$ cat src/rtl/maxfinder_pkg.sv
// maxfinder_pkg
// Definitions shared by the max-finder and the memory loader: default
// datapath widths and the 3-bit controller state encodings.
package maxfinder_pkg;

   localparam int DEFAULT_DATA_W = 8;
   localparam int DEFAULT_ADDR_W = 4;

   localparam logic [2:0] ST_IDLE       = 3'd0;
   localparam logic [2:0] ST_WAIT_DATA  = 3'd1;
   localparam logic [2:0] ST_WRITE      = 3'd2;
   localparam logic [2:0] ST_CHECK_LAST = 3'd3;
   localparam logic [2:0] ST_DONE       = 3'd4;

endpackage

$ cat src/rtl/mem_loader_ctrl.sv
// mem_loader_ctrl
// Moore FSM sequencing a RAM fill. It owns no datapath registers; it only
// issues enables to the MAR/MDR/count registers held in mem_loader.
// Ports:
//   clk, reset       rising-edge clock, synchronous active-high reset
//   start            begin a fill (acts only in IDLE or DONE)
//   in_valid         stream source has a word
//   mar_eq_maxaddr   MAR currently holds the last address
//   en_mar, sel_mar  MAR load enable; sel_mar=0 clears, 1 increments
//   en_mdr           capture in_data into MDR
//   en_cnt           word counter enable (uses sel_mar as clear/increment)
//   mem_we           RAM write strobe
//   in_ready         loader accepts a word this cycle
//   busy, done       status flags
module mem_loader_ctrl (
   input  logic clk,
   input  logic reset,
   input  logic start,
   input  logic in_valid,
   input  logic mar_eq_maxaddr,
   output logic en_mar,
   output logic sel_mar,
   output logic en_mdr,
   output logic en_cnt,
   output logic mem_we,
   output logic in_ready,
   output logic busy,
   output logic done
);

   import maxfinder_pkg::*;

   logic [2:0] state;
   logic [2:0] next_state;

   always_ff @(posedge clk) begin
      if (reset) begin
         state <= ST_IDLE;
      end else begin
         state <= next_state;
      end
   end

   // in_ready, mem_we, busy and done depend on the state alone; only the
   // internal register enables look at start/in_valid/mar_eq_maxaddr.
   always_comb begin
      next_state = state;
      en_mar     = 1'b0;
      sel_mar    = 1'b0;
      en_mdr     = 1'b0;
      en_cnt     = 1'b0;
      mem_we     = 1'b0;
      in_ready   = 1'b0;
      busy       = 1'b0;
      done       = 1'b0;
      case (state)
         ST_IDLE: begin
            if (start) begin
               en_mar     = 1'b1;
               en_cnt     = 1'b1;
               next_state = ST_WAIT_DATA;
            end
         end
         ST_WAIT_DATA: begin
            in_ready = 1'b1;
            busy     = 1'b1;
            // in_ready is unconditionally high here, so in_valid alone
            // completes the handshake.
            if (in_valid) begin
               en_mdr     = 1'b1;
               next_state = ST_WRITE;
            end
         end
         ST_WRITE: begin
            mem_we     = 1'b1;
            busy       = 1'b1;
            en_cnt     = 1'b1;
            sel_mar    = 1'b1;
            next_state = ST_CHECK_LAST;
         end
         ST_CHECK_LAST: begin
            busy = 1'b1;
            // Comparing before incrementing keeps MAR from ever wrapping.
            if (mar_eq_maxaddr) begin
               next_state = ST_DONE;
            end else begin
               en_mar     = 1'b1;
               sel_mar    = 1'b1;
               next_state = ST_WAIT_DATA;
            end
         end
         ST_DONE: begin
            done = 1'b1;
            if (start) begin
               en_mar     = 1'b1;
               en_cnt     = 1'b1;
               next_state = ST_WAIT_DATA;
            end
         end
         default: begin
            next_state = ST_IDLE;
         end
      endcase
   end

endmodule

$ cat src/rtl/mem_loader.sv
// mem_loader
// Fills a single-port RAM at addresses 0..MAX_ADDR from a valid/ready word
// stream, through a registered MAR/MDR pair. Write-side counterpart of the
// max-finder.
// Ports:
//   clk, reset   rising-edge clock, synchronous active-high reset
//   start        begin a fill (ignored while busy)
//   in_data      stream word; in_valid qualifies it, in_ready accepts it
//   mem_addr     RAM write address (MAR)
//   mem_wdata    RAM write data (MDR)
//   mem_we       one-cycle write strobe per word
//   busy         fill in progress
//   done         last address written; held until the next start
//   word_count   words written since the last start
module mem_loader #(
   parameter int DATA_W   = maxfinder_pkg::DEFAULT_DATA_W,
   parameter int ADDR_W   = maxfinder_pkg::DEFAULT_ADDR_W,
   parameter int MAX_ADDR = 15
) (
   input  logic              clk,
   input  logic              reset,
   input  logic              start,
   input  logic [DATA_W-1:0] in_data,
   input  logic              in_valid,
   output logic              in_ready,
   output logic [ADDR_W-1:0] mem_addr,
   output logic [DATA_W-1:0] mem_wdata,
   output logic              mem_we,
   output logic              busy,
   output logic              done,
   output logic [ADDR_W:0]   word_count
);

   logic [ADDR_W-1:0] mar;
   logic [DATA_W-1:0] mdr;
   logic [ADDR_W:0]   cnt;
   logic              en_mar;
   logic              sel_mar;
   logic              en_mdr;
   logic              en_cnt;
   logic              mar_eq_maxaddr;

   assign mar_eq_maxaddr = (mar == ADDR_W'(MAX_ADDR));

   mem_loader_ctrl u_ctrl (
      .clk            (clk),
      .reset          (reset),
      .start          (start),
      .in_valid       (in_valid),
      .mar_eq_maxaddr (mar_eq_maxaddr),
      .en_mar         (en_mar),
      .sel_mar        (sel_mar),
      .en_mdr         (en_mdr),
      .en_cnt         (en_cnt),
      .mem_we         (mem_we),
      .in_ready       (in_ready),
      .busy           (busy),
      .done           (done)
   );

   // sel_mar=0 is the "start of fill" clear shared by MAR and the counter.
   always_ff @(posedge clk) begin
      if (reset) begin
         mar <= '0;
         mdr <= '0;
         cnt <= '0;
      end else begin
         if (en_mar) begin
            mar <= sel_mar ? mar + ADDR_W'(1) : '0;
         end
         if (en_mdr) begin
            mdr <= in_data;
         end
         if (en_cnt) begin
            cnt <= sel_mar ? cnt + (ADDR_W + 1)'(1) : '0;
         end
      end
   end

   assign mem_addr   = mar;
   assign mem_wdata  = mdr;
   assign word_count = cnt;

endmodule

$ cat config.mk
export PLATFORM = sky130hd
export DESIGN_NAME = mem_loader
export DESIGN_NICKNAME = d
export VERILOG_FILES = /design/src/rtl/maxfinder_pkg.sv /design/src/rtl/mem_loader_ctrl.sv /design/src/rtl/mem_loader.sv
export SDC_FILE = /design/constraint.sdc
export NUM_CORES = 1
export LEC_CHECK = 0
export ABC_AREA = 1
export ABC_CLOCK_PERIOD_IN_PS = 1800
export CORE_MARGIN = 4
export CORE_UTILIZATION = 45
export DETAILED_ROUTE_END_ITERATION = 8
export PLACE_DENSITY_LB_ADDON = 0.12
export RECOVER_POWER = 50
export SYNTH_ARGS = -nofsm -noshare
export SYNTH_HDL_FRONTEND = slang
export SYNTH_SLANG_ARGS = --single-unit
$ cat constraint.sdc
create_clock -name clk -period 1.8 [get_ports clk]
set_input_delay 0.36 -clock clk [delete_from_list [all_inputs] [get_ports clk]]
set_output_delay 0.36 -clock clk [all_outputs]
set_load 0.02 [all_outputs]
Word level (Yosys, flattened, before mapping)
Index checks and enable logic that the tools add are counted.
{ "totals": {"regBits": 20, "input_bits": 12, "out_inout_bits": 21, "word_cells": 34} }
{ "op_classes": {"addsub": 2, "n_eq_ne": 7, "n_mux": 17, "n_reduce_logical": 4} }
{ "op_table": {"columns": ["op", "count"], "rows": [
  ["one-hot mux 3 bit (4 select lines)", 1],
  ["two-way mux 3 bit", 3],
  ["two-way mux 1 bit", 8],
  ["equality test 3 x 2 -> 1 bit (second input constant)", 2],
  ["one-hot mux 1 bit (2 select lines)", 3],
  ["adder 5 x 1 -> 5 bit (second input constant)", 1],
  ["two-way mux 5 bit", 1],
  ["adder 4 x 1 -> 4 bit (second input constant)", 1],
  ["equality test 4 bit (second input constant)", 1],
  ["two-way mux 4 bit", 1],
  ["equality test 3 x 1 -> 1 bit (second input constant)", 1],
  ["equality test 3 bit (second input constant)", 1],
  ["logical NOT 3 bit", 1],
  ["OR reduction 3 bit", 1],
  ["inequality test 2 x 1 -> 1 bit (second input constant)", 1],
  ["inequality test 2 bit (second input constant)", 1],
  ["AND reduction 2 bit", 1],
  ["OR reduction 2 bit", 1]
]} }

Logic depth before layout (Yosys ltp)
{ "depth": {"depth_word": 4, "depth_mapped": 8, "depth_no_buf": 8} }

Hierarchy
From an unflattened synthesis, not the netlist that was laid out.
{ "unflattened": {"cells_unflattened": 132, "hier_area_um2": 895.9} }
{ "modules_own_cells": {"columns": ["module", "instances", "cells_per_inst", "area_per_inst_um2", "seq_area_each_um2"], "rows": [
  ["mem_loader", 1, 96, 683.2, 340.3],
  ["mem_loader_ctrl", 1, 36, 212.7, 60.1]
]} }

Least setup slack after synthesis
No wires, ideal clock.
{ "synth_path": {"path_type": "reg2reg", "startpoint": "register mar[0], in the netlist mem_addr[0]", "endpoint": "register u_ctrl.state[0]", "setup_ns": 0.117, "t_arrival_ns": 1.189, "required_time_ns": 1.683, "setup_slack_ns": 0.494, "path_stages_with_launch": 7, "path_buffers": 0, "synth_period_minus_slack_ns": 1.306, "path_cell_list": "dfxtp_1 -> ha_1 -> nand3_1 -> nand2_2 -> nand2_2 -> nor3_1 -> nor2_1"} }
{ "synth_via": {"elab_chain_len": 3} }
{ "synth_lines": {"columns": ["element", "line_no", "source"], "rows": [
  ["from (decl)", "mem_loader.sv:34", "logic [ADDR_W-1:0] mar;"],
  ["from (signal assigned)", "mem_loader.sv:69", "mar <= sel_mar ? mar + ADDR_W'(1) : '0;"],
  ["equality test 4 bit", "mem_loader.sv:43", "assign mar_eq_maxaddr = (mar == ADDR_W'(MAX_ADDR));"],
  ["two-way mux 3 bit", "mem_loader_ctrl.sv:84", "if (mar_eq_maxaddr) begin"],
  ["one-hot mux 3 bit (4 select lines)", "mem_loader_ctrl.sv:56", "case (state)"],
  ["to (signal assigned)", "mem_loader_ctrl.sv:40", "state <= next_state;"],
  ["to (decl)", "mem_loader_ctrl.sv:33", "logic [2:0] state;"]
]} }
No other way between the ends.
A chain may end at the register's enable or synchronous reset.

Worst setup path after layout
{ "layout_path": {"startpoint": "register mar[0], in the netlist mem_addr[0]", "endpoint": "output port mem_addr[0]"} }
{ "layout_lines": {"columns": ["element", "line_no", "source"], "rows": [
  ["to (decl)", "mem_loader.sv:26", "output logic [ADDR_W-1:0] mem_addr,"]
]} }
No word-level cell between the ends.

==> impl_metrics.toml <==
[finish]
n_antenna_cell = 0
layout_commonest_cell = "nand2_1"
layout.nets = 185
syn_to_final_growth_pct = 39.14
final_cell_count_no_fill = 196
layout_common_cells = "nand2_1, clkdlybuf4s50_1, nor2_1, dfxtp_1, inv_1"
drive_gt1_share_pct = 9.467

[cts]
postCtsSetupRepairBufs = 0
cts_tree = "done"
clockRootBuffer = "clkbuf_4"
clock_sinks = 20
htreeDepth = 1
ctsHoldBuffers = 0
path_clk_slew_ps = 110
clockBufferDepth = 2
numCtsBuffers = 3
cts_resized = 5
clk_latency_ps = 300

[logic_synthesis]
synthSimpleGateAreaFrac_pct = 36.73
synth_xor_area_share_pct = 0
synth_area_leader_cell = "dfxtp_1"
yosysSeqAreaShare_pct = 42.90
ys_ff_latch = 20
avgSynthCellArea_um2 = 7.071
synth_top_area_share_pct = 42.90
synth_compound_area_share_pct = 10.46
synthAdderAreaFrac_pct = 2.681
netlist_instances = 132
synthesis.nets = 146
yosys_warnings = 0
synth_mux_area_share_pct = 0
synthTopCellsByArea = "dfxtp_1, nor2_1, nand2_1"
ys_types = 19
synth_top_family_by_area = "simple AND/OR/NAND/NOR gates"
netlist_area_um2 = 933.4

[sta]
fmax_mhz = 580.2
period_share_pct = 95.75
drv_slew = 0
finalClockSkew_ps = 0.7149
finalSetupViolations = 0
fin_setup_tns_ps = 0
worst_pin_slew_ps = 254.9
rsz0062_at_grt = "no"
fin_crit_ps = 1723
hold_slack_ps = 498.0
hold_viol = 0
relSlewSlack_pct = 82.97

[global_route]
grt_antenna_before_repair = 0
grt_max_degree = 11
grt_pass1_vias = 907
grt_util_all_layers_pct = 18.65
gr-total-overflow = 0
grt_pass1_wl_um = 3898

[die]
start_util_pct = 47.58
die_w_um = 53.55
fp-row-count = 16
core-area_um2 = 1962
die-area_um2 = 2867
die_h_um = 53.55
io_pins = 33

[outcome]
status = "completed"

[pwr]
switchingPower_mw = 0.3176
seq_power_share_pct = 50.8
p_clk_share_pct = 21.3
p_comb_share_pct = 27.9
switching_share_pct = 32.18
p_int_mw = 0.6692
p_per_area_nw_per_um2 = 759.8
irDropWorstVdd_v = 0.0006027
p_leak_nw = 0.5727

[setup_path]
crit_buf_inv = 1
path_max_fanout = 5
reg2reg_slack_ps = 420
crit_path_end_kind = "primary output"
rr_worst_depth = 6
path_class = "flop to primary output"
slowest_delay_ps = 640
reg2reg_to = "mem_addr[1]"
critPathTopFamily = "buffers and inverters"
crit_required_ps = 1440
crit_chain = "clkdlybuf4s50_1"
r2r_start = "mem_addr[0]"
slowest_stage = "clkdlybuf4s50_1"
startpoint_type = "flop"
crit_arrival_ps = 1360

[route]
top_layer_used = "met4"
drt-total-wl_um = 2228
drc = 0
met3WireLength_um = 118
drtIter0Drc = 13
dr.pass1.iters = 4
via_per_inst = 4.719
wl_met2_um = 1117
vias = 925
avgRoutedWirePerCell_um = 11.37
drt-met1-wl_um = 963
drtAntennaViolNets = 0

[worst_hold_path]
hold_path_depth = 2
min_from = "mem_wdata[0]"
hold_path_end = "mem_wdata[0]"
min_path_type = "flop to flop"

[placed_design]
hpwl_um = 1786
place.gp.congestion = 0.7742
io_buffers = 32
place_inst = 193

[run]
maxCapViolations = 0
-- power by group through the flow --
stage	combinational, mW	sequential (mW)	clock (mW)
2_1_floorplan	0.142	0.537	0
3_3_place_gp	0.292	0.508	0
3_5_place_dp	0.299	0.511	0
4_1_cts	0.293	0.502	0.222
5_1_grt	0.306	0.507	0.233
6_report	0.275	0.502	0.210
-- kinds of logic after synthesis --
| family | Yosys count |
|---|---|
| simple gates | 73 |
| flops | 20 |
| compound gates | 19 |
| buf+inv | 18 |
| fa+ha+maj | 2 |
-- through the flow --
stage	cell area [um2]	util (%)	setup WS [ps]	power [mW]
after global routing	1299	66.20	13.62	1.045
after global placement	1306	66.58	174.3	0.7999
after CTS	1325	67.54	58.89	1.017
after detailed placement	1306	66.58	136.7	0.8102
final	1299	66.20	76.55	0.9868
after floorplan	933.4	-	494.2	0.6786
-- state kept, by name, summed over array words and instances (netlist names) --
name,flops
u_ctrl.state,3
mem_wdata,8
word_count,5
mem_addr,4
-- cell type report --
| class | count | area (um2) |
|---|---|---|
| multi-input combinational | 94 | 442.9 |
| inverter | 17 | 63.81 |
| sequential | 20 | 401.6 |
| fill | 201 | 663.1 |
| timing repair buffer | 35 | 334.1 |
| clock buffer | 3 | 22.52 |
| tap | 27 | 33.78 |
-- routing by layer --
| layer | up-vias | GRT usage, % |
|---|---|---|
| met1 | 404 | 21.12 |
| li1 | 491 | - |
| met5 | - | 0 |
| met2 | 26 | 33.67 |
| met4 | 0 | 7.660 |
| met3 | 4 | 3.878 |
-- synth_stat cells --
library cell,count
nor2_1,26
ha_1,2
dfxtp_1,20
buf_1,1
nand3_1,6
o21ai_1,2
nor3_1,2
nor2_4,1
inv_1,13
nand2_1,25
nand2_2,5
nand3_2,1
nand4_1,1
a21oi_1,8
o21ai_0,8
o211ai_1,1
inv_2,4
nor2_2,3
nand2_4,3
-- worst max-delay path by stage --
stage,startpoint,end,slack (ps),depth (start not counted)
2_1_floorplan,mem_addr[0],u_ctrl.state[0],490,6
3_5_place_dp,u_ctrl.state[1],mem_we,140,3
4_1_cts,mem_addr[0],mem_addr[0],60,1
5_1_grt,mem_addr[0],mem_addr[0],10,1
6_report,mem_addr[0],mem_addr[0],80,1
3_3_place_gp,u_ctrl.state[1],busy,170,3
Power figures use the tool's default switching activity.
